==> src/rtl/dmem_port_arbiter_if.sv <==
// dmem_port_arbiter_if
//   Bundles the two requester ports (IF fetch, MEM data) and the memory-side
//   strobe bus of the unified memory arbiter.
//   Parameters: AW address width, DW data width.
//   Modports:
//     slave  - the arbiter: takes requests, returns grants/read data, drives the RAM strobe
//     master - the surrounding pipeline/memory model: the opposite directions
//   Signals:
//     if_req/if_addr -> if_gnt/if_rvalid/if_rdata          IF read port
//     mem_req/mem_we/mem_addr/mem_wdata -> mem_gnt/...      MEM read/write port
//     ram_en/ram_we/ram_addr/ram_wdata, ram_rdata          single-ported memory
interface dmem_port_arbiter_if #(
    parameter int unsigned AW = 32,
    parameter int unsigned DW = 32
);
    logic          if_req;
    logic [AW-1:0] if_addr;
    logic          if_gnt;
    logic          if_rvalid;
    logic [DW-1:0] if_rdata;

    logic          mem_req;
    logic          mem_we;
    logic [AW-1:0] mem_addr;
    logic [DW-1:0] mem_wdata;
    logic          mem_gnt;
    logic          mem_rvalid;
    logic [DW-1:0] mem_rdata;

    logic          ram_en;
    logic          ram_we;
    logic [AW-1:0] ram_addr;
    logic [DW-1:0] ram_wdata;
    logic [DW-1:0] ram_rdata;

    modport slave (
        input  if_req, if_addr,
        output if_gnt, if_rvalid, if_rdata,
        input  mem_req, mem_we, mem_addr, mem_wdata,
        output mem_gnt, mem_rvalid, mem_rdata,
        output ram_en, ram_we, ram_addr, ram_wdata,
        input  ram_rdata
    );

    modport master (
        output if_req, if_addr,
        input  if_gnt, if_rvalid, if_rdata,
        output mem_req, mem_we, mem_addr, mem_wdata,
        input  mem_gnt, mem_rvalid, mem_rdata,
        input  ram_en, ram_we, ram_addr, ram_wdata,
        output ram_rdata
    );
endinterface

==> src/rtl/dmem_port_arbiter.sv <==
// dmem_port_arbiter
//   Shares one single-ported, fixed-latency memory between the IF fetch port
//   and the MEM data port. At most one access is granted per grantable cycle
//   (IDLE, or WAIT with the latency counter at 0); one read may be outstanding
//   and its data is flagged back to the requester that owns it. Writes finish
//   in their grant cycle. Also counts IF stall cycles (saturating).
//   Build option: define ARB_RR_EN for round-robin between contending
//   requesters; default is fixed MEM-over-IF priority.
//   Ports:
//     clk          clock, all state on the rising edge
//     reset        synchronous active-high reset
//     bus          dmem_port_arbiter_if.slave (requesters + RAM strobe)
//     if_wait_cnt  saturating count of cycles with if_req && !if_gnt
//   Parameters: AW, DW widths; RD_LAT read latency (1..4); CW wait counter width.
module dmem_port_arbiter #(
    parameter int unsigned AW     = 32,
    parameter int unsigned DW     = 32,
    parameter int unsigned RD_LAT = 1,
    parameter int unsigned CW     = 16
) (
    input  logic               clk,
    input  logic               reset,
    dmem_port_arbiter_if.slave bus,
    output logic [CW-1:0]      if_wait_cnt
);
    localparam logic [0:0] ST_IDLE  = 1'b0;
    localparam logic [0:0] ST_WAIT  = 1'b1;
    localparam logic       OWN_IF   = 1'b0;
    localparam logic       OWN_MEM  = 1'b1;
    localparam logic [1:0] CNT_INIT = 2'(RD_LAT - 1);

    logic [0:0]    state_q, state_d;
    logic [1:0]    cnt_q, cnt_d;
    logic          owner_q, owner_d;
    logic [CW-1:0] wait_q, wait_d;

    logic          grantable;
    logic          pick_mem;
    logic          if_gnt;
    logic          mem_gnt;
    logic          rd_gnt;
    logic          resp;
    logic [AW-1:0] addr_sel;
    logic [DW-1:0] wdata_sel;

    assign grantable = (state_q == ST_IDLE) || (cnt_q == 2'd0);

`ifdef ARB_RR_EN
    // rr_q = 1 means MEM is favoured in the next contested cycle.
    logic rr_q, rr_d;

    assign pick_mem = bus.mem_req && (!bus.if_req || rr_q);
    assign rr_d     = (grantable && bus.if_req && bus.mem_req) ? !pick_mem : rr_q;

    always_ff @(posedge clk) begin
        if (reset) begin
            rr_q <= 1'b0;
        end else begin
            rr_q <= rr_d;
        end
    end
`else
    assign pick_mem = bus.mem_req;
`endif

    assign mem_gnt = grantable && pick_mem;
    assign if_gnt  = grantable && bus.if_req && !pick_mem;
    assign rd_gnt  = if_gnt || (mem_gnt && !bus.mem_we);
    // Read data is due in the last WAIT cycle; a new grant may overlap it.
    assign resp    = (state_q == ST_WAIT) && (cnt_q == 2'd0);

    assign addr_sel  = mem_gnt ? bus.mem_addr : bus.if_addr;
    assign wdata_sel = mem_gnt ? bus.mem_wdata : '0;

    assign bus.if_gnt     = if_gnt;
    assign bus.mem_gnt    = mem_gnt;
    assign bus.ram_en     = if_gnt || mem_gnt;
    assign bus.ram_we     = mem_gnt && bus.mem_we;
    assign bus.ram_addr   = addr_sel;
    assign bus.ram_wdata  = wdata_sel;
    assign bus.if_rvalid  = resp && (owner_q == OWN_IF);
    assign bus.mem_rvalid = resp && (owner_q == OWN_MEM);
    assign bus.if_rdata   = bus.ram_rdata;
    assign bus.mem_rdata  = bus.ram_rdata;
    assign if_wait_cnt    = wait_q;

    always_comb begin
        state_d = state_q;
        cnt_d   = cnt_q;
        owner_d = owner_q;
        if (rd_gnt) begin
            state_d = ST_WAIT;
            cnt_d   = CNT_INIT;
            owner_d = mem_gnt ? OWN_MEM : OWN_IF;
        end else if ((state_q == ST_WAIT) && (cnt_q != 2'd0)) begin
            cnt_d = cnt_q - 2'd1;
        end else begin
            state_d = ST_IDLE;
            cnt_d   = 2'd0;
        end
    end

    always_comb begin
        wait_d = wait_q;
        if (bus.if_req && !if_gnt && (wait_q != {CW{1'b1}})) begin
            wait_d = wait_q + CW'(1);
        end
    end

    always_ff @(posedge clk) begin
        if (reset) begin
            state_q <= ST_IDLE;
            cnt_q   <= 2'd0;
            owner_q <= OWN_IF;
            wait_q  <= '0;
        end else begin
            state_q <= state_d;
            cnt_q   <= cnt_d;
            owner_q <= owner_d;
            wait_q  <= wait_d;
        end
    end
endmodule
==> src/flat_wrapper.sv <==
// flat-port wrapper written by rule: the top's interface ports become plain ports
module dmem_port_arbiter_flat 
#(
    parameter int unsigned AW     = 32,
    parameter int unsigned DW     = 32,
    parameter int unsigned RD_LAT = 1,
    parameter int unsigned CW     = 16
)
  (clk, reset, if_wait_cnt, bus_if_req, bus_if_addr, bus_if_gnt, bus_if_rvalid, bus_if_rdata, bus_mem_req, bus_mem_we, bus_mem_addr, bus_mem_wdata, bus_mem_gnt, bus_mem_rvalid, bus_mem_rdata, bus_ram_en, bus_ram_we, bus_ram_addr, bus_ram_wdata, bus_ram_rdata);
  dmem_port_arbiter_if #(.AW(AW), .DW(DW)) bus_i ();
  input  logic clk;
  input  logic reset;
  output logic [CW-1:0] if_wait_cnt;
  input wire logic [$bits(bus_i.if_req)-1:0] bus_if_req;
  input wire logic [$bits(bus_i.if_addr)-1:0] bus_if_addr;
  output wire logic [$bits(bus_i.if_gnt)-1:0] bus_if_gnt;
  output wire logic [$bits(bus_i.if_rvalid)-1:0] bus_if_rvalid;
  output wire logic [$bits(bus_i.if_rdata)-1:0] bus_if_rdata;
  input wire logic [$bits(bus_i.mem_req)-1:0] bus_mem_req;
  input wire logic [$bits(bus_i.mem_we)-1:0] bus_mem_we;
  input wire logic [$bits(bus_i.mem_addr)-1:0] bus_mem_addr;
  input wire logic [$bits(bus_i.mem_wdata)-1:0] bus_mem_wdata;
  output wire logic [$bits(bus_i.mem_gnt)-1:0] bus_mem_gnt;
  output wire logic [$bits(bus_i.mem_rvalid)-1:0] bus_mem_rvalid;
  output wire logic [$bits(bus_i.mem_rdata)-1:0] bus_mem_rdata;
  output wire logic [$bits(bus_i.ram_en)-1:0] bus_ram_en;
  output wire logic [$bits(bus_i.ram_we)-1:0] bus_ram_we;
  output wire logic [$bits(bus_i.ram_addr)-1:0] bus_ram_addr;
  output wire logic [$bits(bus_i.ram_wdata)-1:0] bus_ram_wdata;
  input wire logic [$bits(bus_i.ram_rdata)-1:0] bus_ram_rdata;
  assign bus_i.if_req = bus_if_req;
  assign bus_i.if_addr = bus_if_addr;
  assign bus_if_gnt = bus_i.if_gnt;
  assign bus_if_rvalid = bus_i.if_rvalid;
  assign bus_if_rdata = bus_i.if_rdata;
  assign bus_i.mem_req = bus_mem_req;
  assign bus_i.mem_we = bus_mem_we;
  assign bus_i.mem_addr = bus_mem_addr;
  assign bus_i.mem_wdata = bus_mem_wdata;
  assign bus_mem_gnt = bus_i.mem_gnt;
  assign bus_mem_rvalid = bus_i.mem_rvalid;
  assign bus_mem_rdata = bus_i.mem_rdata;
  assign bus_ram_en = bus_i.ram_en;
  assign bus_ram_we = bus_i.ram_we;
  assign bus_ram_addr = bus_i.ram_addr;
  assign bus_ram_wdata = bus_i.ram_wdata;
  assign bus_i.ram_rdata = bus_ram_rdata;
  dmem_port_arbiter #(.AW(AW), .DW(DW), .RD_LAT(RD_LAT), .CW(CW)) u_core (.clk(clk), .reset(reset), .bus(bus_i), .if_wait_cnt(if_wait_cnt));
endmodule
==> config.mk <==
export PLATFORM = sky130hd
export DESIGN_NAME = dmem_port_arbiter_flat
export DESIGN_NICKNAME = d
export VERILOG_FILES = /design/src/rtl/dmem_port_arbiter_if.sv /design/src/rtl/dmem_port_arbiter.sv /design/src/flat_wrapper.sv
export SDC_FILE = /design/constraint.sdc
export NUM_CORES = 1
export LEC_CHECK = 0
export CAP_MARGIN = 10
export CORE_AREA = 3 3 110 112
export CTS_BUF_LIST = sky130_fd_sc_hd__clkbuf_4 sky130_fd_sc_hd__clkbuf_8 sky130_fd_sc_hd__clkbuf_16
export CTS_CLUSTER_DIAMETER = 80
export DETAILED_ROUTE_END_ITERATION = 7
export DIE_AREA = 0 0 113 115
export GPL_TIMING_DRIVEN = 0
export PLACE_DENSITY_LB_ADDON = 0.1
export SYNTH_ARGS = -nofsm -noshare
export SYNTH_HDL_FRONTEND = slang
export SYNTH_SLANG_ARGS = --single-unit
==> constraint.sdc <==
create_clock -name clk -period 3.8 [get_ports clk]
set_input_delay 0.57 -clock clk [delete_from_list [all_inputs] [get_ports clk]]
set_output_delay 0.57 -clock clk [all_outputs]
set_load 0.05 [all_outputs]
==> impl_results.md, run 1 <==
- Status: completed
- GRT Overall Usage: 16.4%
- Worst slew pin tran: 0.630 ns
- Crit-path slowest cell: clkdlybuf4s50_1
- ANT nets after route: 0
- Synth Area in XOR/XNOR: 0%
- Pwr dens: 232 nW/µm²
- TritonCTS buffer count: 3
- Endpoints failing hold: 0
- Register area share after synthesis: 18.3%
- Initial Util: 19.3%
- Post-Layout Cell Count: 729
- Final min period: 3.58 ns
- Drt drc: 0
- Syn_area_per_cell: 6.59 µm²
- Multi-input gate area: 1220 µm²
- CP Max Fanout: 10
- Fill cells: 1146
- DR iter-0 viols: 83
- Number of instances in the placed design: 725
- PortBufs: 250
- CP Data Required Time: 3.23 ns
- Worst VDD drop: 0.169 mV
- Row count: 39
- Avg Vias per Cell: 4.21
- # diodes: 0
- Placed Area: 4870 µm²
- Gpl congestion: 0.831
- Synth cell types: 42
- # setup viols final: 0
- Main combinational cell family by area after synthesis: simple AND/OR/NAND/NOR gates
- Max incr delay on CP: 0.86 ns
- Worst setup SP type: input port
- IO Pins: 283
- Max-slew violations: 0
- Vias in the first global route: 2946
- Worst-path clk slew: 0.06 ns
- Hold Crit Class: register to register
- DRT Pass-1 Iters: 6
- Detailed placer's ending HPWL: 10000 µm
- Nets: 722
- Fmax: 0.279 GHz
- Cells after Synth: 332
- Relative slew slack: 57.8%
- Worst Skew: 0.00392 ns
- Crit-path cells: clkdlybuf4s50_1 -> clkbuf_1 -> nand2_1 -> clkbuf_1 -> nand2_1 -> clkdlybuf4s50_1
- Die area: 13000 µm²
- RSZ-0062 raised after global routing: no
- Simple-gate area share of the yosys netlist: 42.1%
- Final period util: 94.2%
- WL per Instance: 16.3 µm
- H-tree levels: 1
- FF+latch area: 400 µm²
- Routed vias: 3067
- Crit Path Category: input port to output port
- Die Height: 115 µm
- Fin Setup TNS: 0 ns
- Clk root buf: clkbuf_16
- Clk sinks: 20
- Detailed Route WL: 11900 µm
- Core area: 11300 µm²
- Layout overhead on the synthesized area: 129%
- Grt ovf: 0
- Cts hold-fix bufs: 0
- Post-synthesis mux area share: 1.03%
- Initial antenna violation count: 0
- First-pass GRT wire length: 17100 µm
- Clock buffer depth: 2
- Largest net degree at the start of global routing: 12
- Number of synthesis warnings: 0
- Synth Area in Adders: 1.14%
- Arr. time, crit path: 3.01 ns
- Post-Syn Nets: 467
- Overall die width: 113 µm
- Clock Latency Late Sink: 0.25 ns
- Post-Synthesis Cell Area: 2190 µm²
- Final Power: 1160 µW
- Core Util, Final: 44.3%
- Fraction of layout cells with a size suffix above 1: 13.8%
- Pleak: 0.00243 µW
- Max cap viols: 0
- CTS tree: built
- Final instance area: 5020 µm²
- #FFs+latches synth: 20
- Critical path capture point type: output port
- Synth Area in Compound Gates: 11.3%
[cells in the final DEF (no fill, tap or decap), types with 3 or more instances in the layout]
cell | synthesis | layout
and3_1 | 34 | 34
o31ai_1 | 7 | 7
clkbuf_1 | 12 | 12
or4_1 | 8 | 8
dlygate4sd2_1 | 0 | 3
dfxtp_1 | 20 | 20
nor2_1 | 8 | 8
clkbuf_16 | 0 | 3
inv_1 | 6 | 6
nand4_2 | 3 | 3
o21ai_0 | 3 | 3
a21oi_1 | 13 | 13
dlymetal6s2s_1 | 0 | 26
buf_2 | 3 | 3
buf_4 | 64 | 64
nand2_1 | 106 | 106
clkdlybuf4s50_1 | 0 | 221
o21ai_1 | 4 | 4
nand3_1 | 4 | 4
[registers in the layout (all words and copies together), names as in the netlist]
signal	flops
u_core.cnt_q	2
u_core.if_wait_cnt	16
u_core.owner_q	1
u_core.state_q	1
[synth_stat cells]
cell / n / share of area, %
o31ai_1: 7 / 2.4
nor2b_1: 2 / 0.57
a21boi_1: 1 / 0.34
or3_1: 2 / 0.57
and3_1: 34 / 9.7
ha_1: 2 / 1.1
nand4_2: 3 / 1.7
a2bb2oi_1: 1 / 0.40
inv_2: 1 / 0.17
a31oi_1: 1 / 0.29
a211oi_1: 2 / 0.69
nand2b_1: 1 / 0.29
o2111ai_2: 1 / 0.69
buf_4: 64 / 22
a31o_1: 1 / 0.40
nor2_1: 8 / 1.4
nor3_1: 2 / 0.46
nand4_1: 2 / 0.57
a41oi_1: 1 / 0.40
buf_2: 3 / 0.69
o211ai_1: 2 / 0.69
and2_1: 1 / 0.29
buf_1: 1 / 0.17
a21oi_1: 13 / 3.0
and2b_1: 1 / 0.34
nand3_1: 4 / 0.91
nor4_1: 2 / 0.57
nand3b_1: 1 / 0.34
and4_1: 1 / 0.40
o21ai_0: 3 / 0.69
a41o_1: 1 / 0.46
nor4_4: 1 / 0.97
nand2_1: 106 / 18
dfxtp_1: 20 / 18
mux2_1: 2 / 1.0
or4_1: 8 / 2.7
nor4_2: 2 / 1.1
inv_1: 6 / 1.0
clkbuf_1: 12 / 2.1
nor3_2: 1 / 0.46
o21ai_1: 4 / 0.91
and4_4: 1 / 0.51
[routing by layer]
layer	global-route usage (%)	wire length, µm
met1	19.6	4640
met3	8.26	1430
met5	0	0
met2	27.7	5710
met4	1.20	65
[final timing paths]
check	from	end	slack, ns	depth (start not counted)
worst max-delay path	bus_mem_req	bus_ram_en	0.22	6
worst min-delay path	u_core.cnt_q[0]	u_core.cnt_q[0]	0.42	1
worst max register to register	u_core.cnt_q[0]	u_core.if_wait_cnt[15]	1.86	6
worst min register to register	u_core.cnt_q[0]	u_core.cnt_q[0]	0.42	1
[power breakdown]
group | switching (µW) | internal (µW)
clock network | 82.0 | 161
logic | 416 | 290
registers | 2.68 | 212
[what timing repair did]
action	CTS	global route
setup endpoints to repair	3	26
buffers inserted	0	0
resized for setup	3	26
endpoints found under the hold margin	0	0
[metrics by stage]
step / setup WS, ns / hold WS, ns
floorplan: 1.30 / 0.401
global placement: -0.00670 / 0.408
detailed placement: -0.00183 / 0.414
CTS: 0.0173 / 0.422
global route: 0.0144 / 0.446
finish: 0.219 / 0.421
[critical path: cells and delay by family]
| family | cells | cell delay, ns |
|---|---|---|
| buffers and inverters | 4 | 2.04 |
| and+or+nand+nor | 2 | 0.38 |
[area by class of cell]
| type | instances | area share (%) |
|---|---|---|
| flip-flops and latches | 20 | 7.98 |
| inverters | 7 | 0.523 |
| clock buffers | 4 | 1.77 |
| multi-input cells | 225 | 24.3 |
| well taps | 143 | 3.56 |
| plain buffers | 80 | 10.8 |
| repair buffers | 250 | 51.1 |
[logic make-up (layout without fill, tap and decap cells)]
logic type	count (synthesis)	count (layout)
and+or+nand+nor	183	183
buffers and inverters	87	341
AOI/OAI and AO/OA	38	38
DFF	20	20
adders and majority gates	2	2
muxes	2	2
Note: power is estimated with default switching activity, not from simulation.
==> run 2, diff against run 1 <==
- CORE_AREA: 3 3 110 112 -> 3 3 108 110
- DIE_AREA: 0 0 113 115 -> 0 0 111 113
- clock period: 3.8 -> 3.85 ns (I/O delays scaled with it)
==> run 2 against run 1 <==
Effect of this change: worst setup slack better by 0.033 ns; global-route usage up 1.0 points; utilization grew 1.9 points; total power decreased by 7.7%; die area down 3.5%; register-to-register slack better by 0.08 ns; critical endpoint unchanged; largest power group unchanged.
==> impl_results.md, run 2 (synthesis results as in run 1) <==
- Drt drc: 0 (unchanged)
- Arr. time, crit path: 3.02 ns (about the same)
- Routed vias: 3048 (-0.62%)
- IO Pins: 283 (unchanged)
- Post-CTS sizing: 0 (-3)
- Most frequent cells in the layout: 221 x clkdlybuf4s50_1, 106 x nand2_1, 64 x buf_4
- Overall die width: 111 µm (-1.8%)
- Crit path to: bus_ram_en
- PortBufs: 250 (unchanged)
- Largest net degree at the start of global routing: 12 (unchanged)
- Die area: 12500 µm² (-3.5%)
- Met1 wire length: 4700 µm (+1.1%)
- Worst VDD drop: 0.144 mV (-15%)
- Max cap viols: 0 (unchanged)
- Nets: 722 (unchanged)
- Detailed placer's ending HPWL: 10100 µm (+0.33%)
- Reg2reg start: u_core.cnt_q[0]
- RSZ-0062 raised after global routing: no
- Max-slew violations: 0 (unchanged)
- Detailed Route WL: 11900 µm (+0.11%)
- Gpl congestion: 0.873 (+5.1%)
- Layout overhead on the synthesized area: 128%
- Row count: 38 (-2.6%)
- First-pass GRT wire length: 17500 µm (+2.5%)
- Core area: 10800 µm² (-4.7%)
- Critical Path Start: bus_mem_req
- DRT Pass-1 Iters: 4 (-2)
- Post-Layout Cell Count: 726 (-0.41%)
- Pleak: 0.00244 µW (+0.42%)
- DR WL met2: 6090 µm (+6.6%)
- DP Worst Slack: 0.0267 ns (+0.0285 ns)
- Initial Util: 20.3% (+0.95 points)
- Core Util, Final: 46.3% (+1.9 points)
- # setup viols final: 0 (unchanged)
- Setup repair bufs after CTS: 0 (unchanged)
- Max FFs per register: 16 (unchanged)
- Highest metal used: met4
- Number of instances in the placed design: 722 (-0.41%)
- Met3 Wirelength: 977 µm (-32%)
- Commonest non-fill, non-tap cell in the layout: clkdlybuf4s50_1
- Initial antenna violation count: 0 (unchanged)
- TritonCTS buffer count: 3 (unchanged)
- Final worst slack: 0.252 ns (+0.0330 ns)
- Crit Path Category: input port to output port
- Die Height: 113 µm (-1.7%)
- Worst setup SP type: input port
- Fmax: 0.278 GHz
- ANT nets after route: 0 (unchanged)
- GRT Overall Usage: 17.4% (+1.0 points)
- Grt ovf: 0 (unchanged)
- Clock Latency Late Sink: 0.26 ns (about the same)
- Final period util: 93.5%
- CP Data Required Time: 3.27 ns (+0.04 ns)
- CP Max Fanout: 10 (unchanged)
- R2R Setup Slk: 1.94 ns (+0.08 ns)
- Critical path capture point type: output port
- WL per Instance: 16.3 µm (+0.52%)
- Fraction of layout cells with a size suffix above 1: 13.8% (unchanged)
- H-tree levels: 1 (unchanged)
- Avg Vias per Cell: 4.20 (-0.21%)
- Worst-path clk slew: 0.07 ns (about the same)
- Hold Crit Class: register to register
- Worst Skew: 0.00169 ns (-0.00223 ns)
- Clk sinks: 20 (unchanged)
- Cts hold-fix bufs: 0 (unchanged)
- FF-to-FF path depth: 6 (unchanged)
- Pwr dens: 215 nW/µm² (-7.2%)
- Fin Setup TNS: 0 ns (unchanged)
- Vias in the first global route: 2918 (-0.95%)
- Endpoints failing hold: 0 (unchanged)
- FF-to-FF End: u_core.if_wait_cnt[15]
- Final min period: 3.60 ns
- Hold Slack: 0.440 ns (+0.0192 ns)
- Clk root buf: clkbuf_8
- Relative slew slack: 58.9% (+1.1 points)
- DR iter-0 viols: 138 (+66%)
- Status: completed
- # diodes: 0 (unchanged)
- Clock buffer depth: 2 (unchanged)
- Worst slew pin tran: 0.613 ns (-0.0167 ns)
- CTS tree: built
-- run 2: layout make-up --
cell class,count,area [µm²]
buffer,80,544
clock buffer,4,55.1
fill,1095,5800
inverter,7,26.3
multi-input combinational,225,1220
sequential,20,400
tap,140,175
timing repair buffer,250,2570
-- run 2: routing by layer --
layer	vias up	global-route usage (%)
met2	120	31.3
li1	1570	-
met4	0	3.37
met1	1351	20.5
met3	7	5.40
met5	-	0
-- run 2: report_power, final --
part           switching (µW)  internal, µW  leakage (µW)
clock network            70.8          91.1     0.0000288
registers                2.75           209      0.000162
logic                     412           288       0.00225
total                     486           589       0.00244
-- run 2: worst min-delay path by stage --
stage                                from              end  slack, ns  depth (start not counted)
after floorplan           u_core.cnt_q[0]  u_core.cnt_q[0]       0.40                          1
after global placement    u_core.cnt_q[0]  u_core.cnt_q[0]       0.41                          1
after detailed placement  u_core.cnt_q[0]  u_core.cnt_q[0]       0.42                          1
after CTS                 u_core.cnt_q[0]  u_core.cnt_q[0]       0.44                          1
after global routing      u_core.cnt_q[0]  u_core.cnt_q[0]       0.46                          1
final                     u_core.cnt_q[0]  u_core.cnt_q[0]       0.44                          1
-- run 2: critical path, cell delays in order --
cell and delay, ns:
clkdlybuf4s50_1 0.56, clkbuf_1 0.33, nand2_1 0.29, clkbuf_1 0.30, nand2_1 0.11, clkdlybuf4s50_1 0.85
-- run 2: metrics by stage --
stage / instance area, µm² / total power, µW
after floorplan: 2190 / 633
after global placement: 4870 / 922
after detailed placement: 4870 / 923
after CTS: 4920 / 1090
after global routing: 4990 / 1120
final: 4990 / 1070
==> run 3, diff against run 2 <==
- ABC_AREA: unset -> 1
- CORE_AREA: 3 3 108 110 -> 3 3 110 112
- DIE_AREA: 0 0 111 113 -> 0 0 113 115
==> run 3 against run 2 <==
Effect of this change: utilization fell by 0.86 points; non-clock buffer count shrank 5; global-route usage decreased by 0.068 points; first-iteration DRC count grew 3.6%; sequential power up 2%; clock skew increased by 0.0012 ns; critical endpoint is now bus_ram_addr[30]; highest routed layer unchanged.
==> impl_results.md, run 3 <==
- #FFs+latches synth: 20 (unchanged)
- TritonCTS buffer count: 3 (unchanged)
- Post-synth top cells: 140 x nand2_1, 64 x buf_4, 64 x nor2_1
- Number of instances in the placed design: 804 (+11%)
- Avg Vias per Cell: 3.92 (-6.7%)
- Arr. time, crit path: 2.74 ns (-0.28 ns)
- Post-CTS sizing: 0 (unchanged)
- PortBufs: 249 (-0.40%)
- Clock buffer depth: 2 (unchanged)
- Most frequent cells in the layout: 249 x clkdlybuf4s50_1, 140 x nand2_1, 64 x nor2_1, 64 x buf_4, 52 x inv_1
- Synth top area share: 22.2% (+0.28 points)
- Nets: 801 (+11%)
- Overall die width: 113 µm (+1.8%)
- Largest net degree at the start of global routing: 13 (+1)
- Endpoints failing hold: 0 (unchanged)
- DP Worst Slack: 0.506 ns (+0.479 ns)
- Row count: 39 (+2.6%)
- # setup viols final: 0 (unchanged)
- Pwr dens: 242 nW/µm² (+13%)
- H-tree levels: 1 (unchanged)
- Syn_area_per_cell: 5.74 µm² (-13%)
- Worst Skew: 0.00292 ns (+0.00123 ns)
- Worst setup SP type: input port
- Worst-path clk slew: 0.06 ns (about the same)
- WL per Instance: 15.5 µm (-5.3%)
- Fin Setup TNS: 0 ns (unchanged)
- Core Util, Final: 45.4% (-0.86 points)
- Worst VDD drop: 0.150 mV (+4.6%)
- Register area share after synthesis: 16.9% (-1.4 points)
- Max FFs per register: 16 (unchanged)
- Biggest area consumer among synthesized cells: nand2_1
- DRT Pass-1 Iters: 4 (unchanged)
- CP Max Fanout: 10 (unchanged)
- Grt ovf: 0 (unchanged)
- ANT nets after route: 0 (unchanged)
- Fmax: 0.301 GHz (+8.4%)
- Clk sinks: 20 (unchanged)
- DR iter-0 viols: 143 (+3.6%)
- Clock Latency Late Sink: 0.26 ns (about the same)
- Max cap viols: 0 (unchanged)
- Status: completed
- Initial Util: 20.9% (+0.60 points)
- Cells after Synth: 412 (+24%)
- IO Pins: 283 (unchanged)
- Worst slew pin tran: 0.578 ns (-0.0351 ns)
- Core area: 11300 µm² (+4.9%)
- Commonest non-fill, non-tap cell in the layout: clkdlybuf4s50_1
- Most frequent cell after synthesis: nand2_1
- Vias in the first global route: 2995 (+2.6%)
- Detailed placer's ending HPWL: 10800 µm (+7.6%)
- CP Data Required Time: 3.27 ns (about the same)
- Layout overhead on the synthesized area: 117%
- Post-Synthesis Cell Area: 2360 µm² (+8.0%)
- Post-Layout Cell Count: 808 (+11%)
- Die Height: 115 µm (+1.8%)
- Final worst slack: 0.529 ns (+0.278 ns)
- Post-synth ARST share: 0% (unchanged)
- Drt drc: 0 (unchanged)
- First-pass GRT wire length: 17700 µm (+1.3%)
- Final period util: 86.2% (-7.2 points)
- Number of synthesis warnings: 0 (unchanged)
- Clk root buf: clkbuf_16
- Fill cells: 1195 (+9.1%)
- Fraction of layout cells with a size suffix above 1: 15.3% (+1.5 points)
- Critical path capture point type: output port
- Final min period: 3.32 ns (-0.278 ns)
- Relative slew slack: 61.3% (+2.4 points)
- # diodes: 0 (unchanged)
- Number of synthesized flops with an enable pin: 0 (unchanged)
- Post-Syn Nets: 547 (+17%)
- Setup repair bufs after CTS: 0 (unchanged)
- Crit Path Category: input port to output port
- Detailed Route WL: 12500 µm (+5.4%)
- Cts hold-fix bufs: 0 (unchanged)
- Routed vias: 3166 (+3.9%)
- Synth cell types: 28 (-33%)
- Initial antenna violation count: 0 (unchanged)
- Die area: 13000 µm² (+3.6%)
- Hold Crit Class: register to register
- Ys flop type: dfxtp_1
- Pleak: 0.00241 µW (-1.5%)
- Gpl congestion: 0.886 (+1.5%)
- Top cells by area, synth: nand2_1 22%, buf_4 20%, dfxtp_1 17%, nor2_1 10%, inv_1 8.3%
- Max-slew violations: 0 (unchanged)
- GRT Overall Usage: 17.3% (-0.068 points)
- CTS tree: built
- RSZ-0062 raised after global routing: no
==> run 3: metal layers <==
layer  part of all wire (%)  vias to the layer above  routed length [µm]  GRT usage [%]
met1                     42                     1369                5220           21.6
met3                    7.9                        6                 984           4.74
li1                       -                     1670                   -              -
met2                     50                      121                6200           30.6
met4                   0.74                        0                  93           2.48
met5                      0                        -                   0              0
==> run 3: power by group <==
| part | switching (µW) | total, µW | internal (µW) |
|---|---|---|---|
| registers | 5.12 | 216 | 211 |
| clock network | 86.4 | 293 | 207 |
| logic | 436 | 735 | 299 |
| total | 528 | 1240 | 717 |
==> run 3: logic make-up (layout without fill, tap and decap cells) <==
logic type | after synthesis | in the layout | synth area share, %
simple gates | 242 | 242 | 44.4
compound gates | 17 | 17 | 4.29
buf+inv | 130 | 383 | 32.9
fa+ha+maj | 2 | 2 | 1.06
xor+xnor | 1 | 1 | 0.371
flops | 20 | 20 | 16.9
==> run 3: worst paths after layout <==
kind / slack (ns) / endpoint / start / depth (start not counted)
setup / recovery: 0.53 / bus_ram_addr[30] / bus_mem_req / 8
hold / removal: 0.42 / u_core.cnt_q[0] / u_core.cnt_q[0] / 1
setup reg to reg: 2.29 / u_core.if_wait_cnt[6] / u_core.if_wait_cnt[0] / 8
hold reg to reg: 0.42 / u_core.cnt_q[0] / u_core.cnt_q[0] / 1
==> run 3: area by class of cell <==
type | count | area, µm² | area share (%)
flip-flops and latches | 20 | 400 | 7.79
multi-input cells | 262 | 1180 | 23.1
inverters | 54 | 203 | 3.94
clock inverters | 1 | 30.0 | 0.584
plain buffers | 76 | 576 | 11.2
well taps | 143 | 179 | 3.48
clock buffers | 3 | 75.1 | 1.46
repair buffers | 249 | 2490 | 48.5
==> run 3: worst max-delay path, stage by stage <==
cell	delay [ns]
clkdlybuf4s50_1	0.43
inv_1	0.13
nor2_4	0.09
inv_2	0.06
clkbuf_1	0.38
nand2_1	0.15
nand2_1	0.10
clkdlybuf4s50_1	0.82
==> run 3: per-stage QoR <==
step	power (µW)	area (µm²)	hold slack [ns]
final	1240	5140	0.418
after global routing	1290	5140	0.471
after CTS	1250	5140	0.422
after detailed placement	960	5030	0.413
after global placement	956	5030	0.409
after floorplan	660	2360	0.401
